$ cat src/rtl/joy_dir_filter.sv
// ---------------------------------------------------------------------------
// joy_dir_filter
//   Multi-player joystick direction filter. For each player the raw
//   direction nibble passes through a cabinet-rotation remap, a one-stage
//   input sync, a per-bit debouncer, and then one of four direction
//   arbitration modes. Outputs are registered.
//
// Ports
//   clk        system clock
//   i_reset_n  synchronous active-low reset
//   i_ce       debounce sample enable
//   i_mode     0=8-way SOCD-clean, 1=4-way last-pressed,
//              2=4-way last-pressed with fallback, 3=4-way first-held
//   i_rot      0=none, 1=90 CW, 2=180, 3=90 CCW
//   i_in_dir   raw directions, player p at [4p+3:4p] = {up,down,left,right}
//   o_out_dir  filtered directions, same layout
//   o_changed  per-player one-clock strobe when that player's output changes
// ---------------------------------------------------------------------------
module joy_dir_filter #(
  parameter int PLAYERS  = 2,
  parameter int DEBOUNCE = 4,
  parameter int CW       = $clog2(DEBOUNCE + 1)
) (
  input  logic                   clk,
  input  logic                   i_reset_n,
  input  logic                   i_ce,
  input  logic [1:0]             i_mode,
  input  logic [1:0]             i_rot,
  input  logic [4*PLAYERS-1:0]   i_in_dir,
  output logic [4*PLAYERS-1:0]   o_out_dir,
  output logic [PLAYERS-1:0]     o_changed
);

  localparam logic [CW-1:0] LP_CNT_MAX = CW'(DEBOUNCE - 1);

  // One-hot of the highest-priority set bit: up > down > left > right.
  function automatic logic [3:0] f_pri(input logic [3:0] v);
    logic [3:0] r;
    r = 4'b0000;
    if (v[3])      r = 4'b1000;
    else if (v[2]) r = 4'b0100;
    else if (v[1]) r = 4'b0010;
    else if (v[0]) r = 4'b0001;
    return r;
  endfunction

  // Mode is shared by all players; a change is seen for exactly one clock.
  logic [1:0] r_mode;
  logic       w_mode_chg;

  assign w_mode_chg = (i_mode != r_mode);

  always_ff @(posedge clk) begin
    r_mode <= i_mode;
  end

  genvar gi;
  generate
    for (gi = 0; gi < PLAYERS; gi++) begin : g_player
      logic [3:0]    w_raw;
      logic [3:0]    w_rot;
      logic [3:0]    r_sync;
      logic [3:0]    r_stable;
      logic [3:0]    r_prev;
      logic [3:0]    r_mask;
      logic [3:0]    r_out;
      logic          r_chg;
      logic [CW-1:0] r_cnt [4];
      logic [3:0]    w_rise;
      logic [3:0]    w_mask_next;
      logic [3:0]    w_out_next;

      assign w_raw = i_in_dir[4*gi +: 4];

      // Cabinet rotation, applied before the sync stage.
      always_comb begin
        w_rot = w_raw;
        case (i_rot)
          2'd1:    w_rot = {w_raw[1], w_raw[0], w_raw[2], w_raw[3]};
          2'd2:    w_rot = {w_raw[2], w_raw[3], w_raw[0], w_raw[1]};
          2'd3:    w_rot = {w_raw[0], w_raw[1], w_raw[3], w_raw[2]};
          default: w_rot = w_raw;
        endcase
      end

      // Sync and per-bit debounce. A mismatch must persist for DEBOUNCE
      // consecutive ce ticks; any agreeing tick restarts the count.
      always_ff @(posedge clk) begin
        if (!i_reset_n) begin
          r_sync   <= '0;
          r_stable <= '0;
          for (int b = 0; b < 4; b++) r_cnt[b] <= '0;
        end else begin
          r_sync <= w_rot;
          if (i_ce) begin
            for (int b = 0; b < 4; b++) begin
              if (r_sync[b] == r_stable[b]) begin
                r_cnt[b] <= '0;
              end else if (r_cnt[b] == LP_CNT_MAX) begin
                r_stable[b] <= r_sync[b];
                r_cnt[b]    <= '0;
              end else begin
                r_cnt[b] <= r_cnt[b] + 1'b1;
              end
            end
          end
        end
      end

      assign w_rise = r_stable & ~r_prev;

      // Arbitration. The output uses the next mask so a new press is
      // visible on the same edge that loads the mask.
      always_comb begin
        w_mask_next = r_mask;
        w_out_next  = 4'b0000;
        if (w_mode_chg) begin
          w_mask_next = 4'b0000;
          w_out_next  = 4'b0000;
        end else begin
          case (r_mode)
            2'd0: begin
              w_mask_next = 4'b0000;
              w_out_next  = r_stable;
              if (r_stable[3] && r_stable[2]) w_out_next[3:2] = 2'b00;
              if (r_stable[1] && r_stable[0]) w_out_next[1:0] = 2'b00;
            end
            2'd1: begin
              if (|w_rise) w_mask_next = f_pri(w_rise);
              w_out_next = r_stable & w_mask_next;
            end
            2'd2: begin
              if (|w_rise)
                w_mask_next = f_pri(w_rise);
              else if (((r_stable & r_mask) == 4'b0000) && (r_stable != 4'b0000))
                w_mask_next = f_pri(r_stable);
              w_out_next = r_stable & w_mask_next;
            end
            default: begin
              if ((r_stable & r_mask) == 4'b0000) w_mask_next = f_pri(r_stable);
              w_out_next = r_stable & w_mask_next;
            end
          endcase
        end
      end

      always_ff @(posedge clk) begin
        if (!i_reset_n) begin
          r_prev <= '0;
          r_mask <= '0;
          r_out  <= '0;
          r_chg  <= 1'b0;
        end else begin
          r_prev <= r_stable;
          r_mask <= w_mask_next;
          r_out  <= w_out_next;
          r_chg  <= (w_out_next != r_out);
        end
      end

      assign o_out_dir[4*gi +: 4] = r_out;
      assign o_changed[gi]        = r_chg;
    end
  endgenerate

endmodule

$ cat config.mk
export PLATFORM = sky130hd
export DESIGN_NAME = joy_dir_filter
export DESIGN_NICKNAME = d
export VERILOG_FILES = /design/src/rtl/joy_dir_filter.sv
export SDC_FILE = /design/constraint.sdc
export NUM_CORES = 1
export LEC_CHECK = 0
export BUFFER_PORTS_ARGS = -buffer_cell sky130_fd_sc_hd__buf_2
export CAP_MARGIN = 30
export CORE_MARGIN = 2
export CORE_UTILIZATION = 61
export DETAILED_ROUTE_END_ITERATION = 16
export GPL_TIMING_DRIVEN = 0
export PLACE_DENSITY_LB_ADDON = 0.3
export SKIP_CTS_REPAIR_TIMING = 1
export SYNTH_ARGS = -nofsm -noshare
export SYNTH_HDL_FRONTEND = slang
export SYNTH_SLANG_ARGS = --single-unit
$ cat constraint.sdc
create_clock -name clk -period 2.9 [get_ports clk]
set_input_delay 0.29 -clock clk [delete_from_list [all_inputs] [get_ports clk]]
set_output_delay 0.29 -clock clk [all_outputs]
set_load 0.01 [all_outputs]
== After elaboration in Yosys (flattened, before gate mapping) ==
Memory sizes are Yosys's and may differ from the RTL's.
Index checks and enable logic that the tools add are counted.
Storage, ports and cells
  bits in registers: 44
  RAM bits: 24
  input bits: 15
  output and inout port bits: 10
  word-level logic and storage cells: 306
  memories: 2
Memory list
  g_player[0].r_cnt: depth 4, width 3, rd ports 4, clocked after Yosys merged registers in 0, write ports 4, line 68  | logic [CW-1:0] r_cnt [4];
  g_player[1].r_cnt: depth 4, width 3, rd ports 4, clocked after Yosys merged registers in 0, write ports 4, line 68
Cells by class
  add/subtract/negate cells: 8
  equality and inequality tests: 24
  multiplexer cells: 185
  bitwise gates (word level): 45
  reductions and logical operators: 23
Operators by type and width (number)
  1-bit 2-to-1 mux: 117
  4-bit 2-to-1 mux: 28
  3-bit 2-to-1 mux: 27
  4-bit case mux with 3 select lines: 6
  4-bit bitwise AND: 10
  3-bit by 1-bit adder with 3-bit output, second input constant: 8
  3-bit by 2-bit == test with 1-bit output, second input constant: 8
  1-bit OR: 24
  3-bit AND reduction: 8
  2-bit 2-to-1 mux: 7
  1-bit inverter: 9
  1-bit == test: 8
  4-bit logical NOT: 2
  4-bit != test: 2
  4-bit inverter: 2
  4-bit nonzero test: 2
  4-bit OR reduction: 2
  2-bit == test, second input constant: 3
  1-bit logical AND: 6
  2-bit by 1-bit == test with 1-bit output, second input constant: 2
  3-bit OR reduction: 1
  2-bit logical NOT: 1
  2-bit != test: 1
  2-bit OR reduction: 1

== Depth between registers and ports, before layout ==
Gate-level depths: netlist of the first run.
  depth after elaboration: 13
  depth in mapped cells: 11

== Worst setup path after synthesis of the first run ==
No wires, ideal clock.
  kind: register to register
  from: register r_mode[1]
  to: register g_player[1].r_chg
  library setup time: 0.135 ns
  data arrival time: 2.051 ns
  data required time: 2.765 ns
  slack: 0.714 ns
  cell stages (with the launch flop): 10
  cells stage by stage: dfxtp_1 -> inv_1 -> ha_1 -> clkbuf_8 -> or4_4 -> a211oi_2 -> o221ai_2 -> nand4_2 -> xor2_2 -> a41oi_1
On the way
  word-level cells in the longest chain between the ends: 4
  elaborated cells on any way between the ends: 7
RTL lines
  start: declaration: line 48  | logic [1:0] r_mode;
  start signal: assignment: line 54  | r_mode <= i_mode;
  2-bit == test, or another cell as far along: line 121  | case (r_mode)
  4-bit case mux with 3 select lines: line 121
  4-bit 2-to-1 mux *: line 117  | if (w_mode_chg) begin
  4-bit != test *: line 157  | r_chg <= (w_out_next != r_out);
  end signal: assignment: line 157
  end: declaration: line 67  | logic r_chg;
Every way passes the cells marked *; elsewhere a longest branch is shown, timed or not.
A chain may end at the register's enable or synchronous reset.

== Worst setup path after layout of the first run ==
  from: register r_mode[0]
  to: register g_player[1].r_chg
The elaborated chain is that of the path after synthesis.

==> qor.txt, run 1 <==
Status = complete, no violations
Crit path capture type = flop
Area of the die = 7540 um^2
Vias in the first global route = 3448
EDFF count, synth = 24
Drt total wl = 9530 um
Inserted Diodes = 0
Final hold viol count = 0
Achievable frequency = 403 MHz
Remaining antenna violation count after routing = 0
Area grow syn2layout = 9.69%
Synth top area share = 21.0%
CTS sink count = 68
Hold Crit Class = input pin to flop
Initial Util = 62.3%
Seq/Total Area, Yosys = 38.3%
Synth Instances = 451
RSZ-0062 raised after global routing = no
Slew HR = 55.6%
Number of CTS-inserted buffers = 9
Clk_skew = 0.00841 ns
PD cells = 445 nW/um^2
Total Routing Usage GR = 26.8%
Setup tns final = 0 ns
Ys Warns = 0
Netlist cell types = 77
Die Ht = 86.8 um
Rows = 30
Gpl congestion = 0.906
Ranking of synthesized cells by area = dfxtp_1, edfxtp_1, ha_1
R2R setup slack = 0.42 ns
Final Setup Violations = 0
DRT Pass-1 Iters = 6
CP required = 3.13 ns
H-tree depth = 3
Max-slew violations = 0
PortBufs = 20
Worst Path Class, Setup = flop to flop
Total gr overflow = 0
Via density = 6.28
Most frequent cells after synthesis = nor2_1, dfxtp_1, nand2_1
Initial antenna violation count = 0
Share of cells above drive strength 1 = 16.2%
CTS tree = built
Worst Max-Slew Pin Slew = 0.665 ns
Clock slew at reported path FFs = 0.08 ns
Count leader, synth = nor2_1
Synthesized Nets = 486
Clock Path Buffers = 2
Die width = 86.8 um
Leak = 1.74 nW
Main synth FF type = dfxtp_1
CP max FO = 10
Hpwl dp = 6870 um
CORE AREA = 6720 um^2
First-pass GRT wire length = 15800 um
Via count = 3558
Worst path arrival time = 2.71 ns
Final worst path period need = 2.48 ns
Mean Syn Cell Area = 9.28 um^2
I/O pin total = 25
Total of max-cap violations = 0
Routed len/inst = 16.8 um
Async set or reset register ratio after synthesis = 0%
Initial DRC Count = 460
Synth Cell Area = 4190 um^2
Largest net degree at the start of global routing = 14
Cell accounting for the most synthesized area = dfxtp_1
Synthesized flop and latch total = 68
VDD IR max = 0.267 mV
Final nets = 518
Cell area after placement = 4400 um^2
Fillers = 552
Drt drc = 0
Final period util = 85.5%
CTS Root Cell = clkbuf_8
Clk_lat worst skew = 0.36 ns
Final instance area = 4590 um^2
Crit path launch type = flop
-- report_power, final --
group          internal [mW]  total, mW  switching, mW
sequential              1.02       1.04         0.0187
clock                  0.392      0.792          0.400
combinational         0.0867      0.214          0.128
total                   1.50       2.04          0.547
-- critical path, cell delays in order (launching register included) --
cell      delay [ns]
dfxtp_1         0.36
inv_1           0.09
ha_1            0.14
clkbuf_1        0.40
inv_1           0.13
clkbuf_8        0.20
o211ai_1        0.38
mux2i_1         0.23
o41ai_1         0.08
nor3_1          0.21
a41oi_1         0.13
-- layer usage --
layer / vias up / track usage (%) / wire length, um
met1: 1660 / 34.6 / 4120
met5: - / 0 / 0
met3: 28 / 6.86 / 686
met4: 0 / 10.7 / 227
met2: 168 / 43.0 / 4490
li1: 1702 / - / -
-- sequential cells by signal, indices dropped and copies added (netlist names) --
register,count
g_player.r_mask,8
g_player.r_sync,8
g_player.r_cnt,24
r_mode,2
g_player.r_out,8
g_player.r_chg,2
g_player.r_stable,8
g_player.r_prev,8
-- path summary, 6_finish.rpt --
check                                        start                                    to  cells after the start
setup reg to reg                 r_mode[0]$_DFF_P_          g_player[1].r_chg$_SDFF_PN0_                     10
setup / recovery                 r_mode[0]$_DFF_P_          g_player[1].r_chg$_SDFF_PN0_                     10
hold / removal                           i_mode[0]                     r_mode[0]$_DFF_P_                      1
hold reg to reg   g_player[0].r_sync[0]$_SDFF_PN0_  g_player[0].r_stable[0]$_SDFFE_PN0P_                      2
-- through the flow --
stage	total power [mW]	setup slack (ns)	hold slack (ns)	cells	util [%]
after floorplan	1.21	0.714	0.318	451	-
after global placement	1.26	0.539	0.417	551	65.3
after detailed placement	1.27	0.444	0.422	552	65.5
after CTS	2.04	0.415	0.0563	567	68.3
after global routing	2.12	0.143	0.0433	567	68.3
final	2.04	0.420	0.0538	567	68.3
-- cells by family after synthesis --
| logic type | synth area share, % |
|---|---|
| DFF | 38.3 |
| buffers and inverters | 7.29 |
| adders and majority gates | 5.98 |
| muxes | 6.31 |
| and+or+nand+nor | 23.7 |
| AOI/OAI and AO/OA | 15.5 |
| xor gates and xnor gates | 2.90 |
-- final cells by class --
cell class	count	area [um^2]	area share, %
sequential	68	1600	34.9
tap	80	100	2.18
clock buffer	9	124	2.70
clock inverter	6	66.3	1.44
timing repair buffer	21	115	2.51
inverter	28	105	2.29
buffer	29	200	4.36
multi-input combinational	326	2280	49.6
-- layout by cell type (no fill, tap or decap), drive strengths merged, types with 13 or more instances in the layout --
master	count
and2	18
edfxtp	24
nand2	37
ha	20
buf	31
nor3	13
nand3	15
dfxtp	44
inv	27
clkbuf	28
a21oi	19
nor2	49
Note: power is estimated with default switching activity, not from simulation.
==> inputs of run 2 (changes only) <==
==> constraint.sdc (replaced) <==
create_clock -name clk -period 2.5 [get_ports clk]
set_input_delay 0.25 -clock clk [delete_from_list [all_inputs] [get_ports clk]]
set_output_delay 0.25 -clock clk [all_outputs]
set_load 0.01 [all_outputs]
==> qor.txt, run 2 (synthesis results as in run 1) <==
Total of max-cap violations = 0
Commonest cells after routing, fill and taps aside = nor2_1, dfxtp_1, nand2_1, inv_1, edfxtp_1
Origin of the worst min-delay path = i_mode[0]
RSZ-0062 raised after global routing = no
Achievable frequency = 420 MHz
Gpl congestion = 0.906
Clock Path Buffers = 2
Clock slew at reported path FFs = 0.08 ns
R2r worst-path depth = 9
Final nets = 517
Critical-path top delay cell = or4_1
Hold depth = 1
Worst Max-Slew Pin Slew = 0.663 ns
Share of cells above drive strength 1 = 17.7%
PortBufs = 20
Area grow syn2layout = 9.93%
Worst Setup SP = r_mode[0]$_DFF_P_
Total Routing Usage GR = 26.8%
Largest Register = g_player.r_cnt
Reg-to-Reg Start = r_mode[0]$_DFF_P_
Worst path cell trace = ha_1 > clkbuf_8 > nor2_2 > or4_1 > a21oi_1 > a311o_1 > o211ai_1 > nor2_1 > a31oi_1
CP max FO = 10
Status = complete, no violations
CTS Root Cell = clkbuf_8
Number of flip-flops under the largest register name = 24
Hold Crit Class = input pin to flop
Worst path arrival time = 2.61 ns
Routed len/inst = 16.8 um
First-pass GRT wire length = 15800 um
CP required = 2.73 ns
Number of CTS-inserted buffers = 9
Final period util = 95.3%
Initial DRC Count = 427
VDD IR max = 0.309 mV
DRT Pass-1 Iters = 6
CP max stage delay = 0.53 ns
Die width = 86.8 um
CORE AREA = 6720 um^2
Slew HR = 55.8%
Area of the die = 7540 um^2
Final hold viol count = 0
Rows = 30
R2R setup slack = 0.12 ns
PnR Total Power = 2.37 mW
Remaining antenna violation count after routing = 0
Max-slew violations = 0
Drt drc = 0
Final worst path period need = 2.38 ns
I/O pin total = 25
Most common cell after layout, fill and taps aside = nor2_1
Clk_skew = 0.00869 ns
Worst Hold Endpoint = r_mode[0]$_DFF_P_
Hpwl dp = 6870 um
Crit path launch type = flop
Setup tns final = 0 ns
Via count = 3587
Reg2reg end = g_player[0].r_chg$_SDFF_PN0_
Worst path top cell family by delay = simple AND/OR/NAND/NOR gates
WP buf/inv = 1
Die Ht = 86.8 um
H-tree depth = 3
CTS sink count = 68
Crit path capture type = flop
Vias in the first global route = 3448
Worst Path Class, Setup = flop to flop
PD cells = 516 nW/um^2
Clk_lat worst skew = 0.36 ns
Total gr overflow = 0
Via density = 6.34
Leak = 1.75 nW
Drt total wl = 9490 um
Initial Util = 62.3%
Final Setup Violations = 0
Largest net degree at the start of global routing = 14
Initial antenna violation count = 0
Inserted Diodes = 0
CTS tree = built
run 2: where the power goes:
group | leakage (nW) | switching (mW) | internal, mW
sequential | 0.624 | 0.0218 | 1.18
clock | 0.0873 | 0.467 | 0.455
combinational | 1.04 | 0.148 | 0.103
run 2: how the worst max path moves through the flow:
| stage | end | cells past startpoint | slack (ns) |
|---|---|---|---|
| after floorplan | g_player[1].r_chg$_SDFF_PN0_ | 9 | 0.31 |
| after global placement | g_player[1].r_chg$_SDFF_PN0_ | 10 | 0.14 |
| after detailed placement | g_player[1].r_chg$_SDFF_PN0_ | 10 | 0.04 |
| after CTS | g_player[1].r_chg$_SDFF_PN0_ | 10 | 0.01 |
| after global routing | g_player[1].r_chg$_SDFF_PN0_ | 9 | 0.01 |
| final | g_player[0].r_chg$_SDFF_PN0_ | 9 | 0.12 |
run 2: layout make-up:
cell class,count,area [um^2]
Inverter,28,109
Buffer,28,200
Clock buffer,9,124
Sequential cell,68,1600
Multi-Input combinational cell,326,2280
Timing Repair Buffer,21,115
Fill cell,551,2120
Tap cell,80,100
Clock inverter,6,66.3
run 2: metal layers:
metal / vias up / routed length [um] / global-route usage, % / share of wire [%]
met5: - / 0 / 0 / 0
met4: 0 / 255 / 10.7 / 2.7
met3: 40 / 689 / 6.86 / 7.3
met2: 158 / 4440 / 43.0 / 47
met1: 1683 / 4110 / 34.6 / 43
li1: 1706 / - / - / -
run 2: through the flow:
step	std cells	utilization, %	setup slack [ns]	cell area (um^2)	hold slack [ns]
3_3_place_gp	551	65.3	0.139	4390	0.377
6_report	566	68.5	0.117	4600	0.0111
4_1_cts	567	68.3	0.0147	4590	0.0163
3_5_place_dp	552	65.5	0.0445	4400	0.382
5_1_grt	566	68.5	0.0101	4600	0.00332
2_1_floorplan	451	-	0.314	4190	0.278
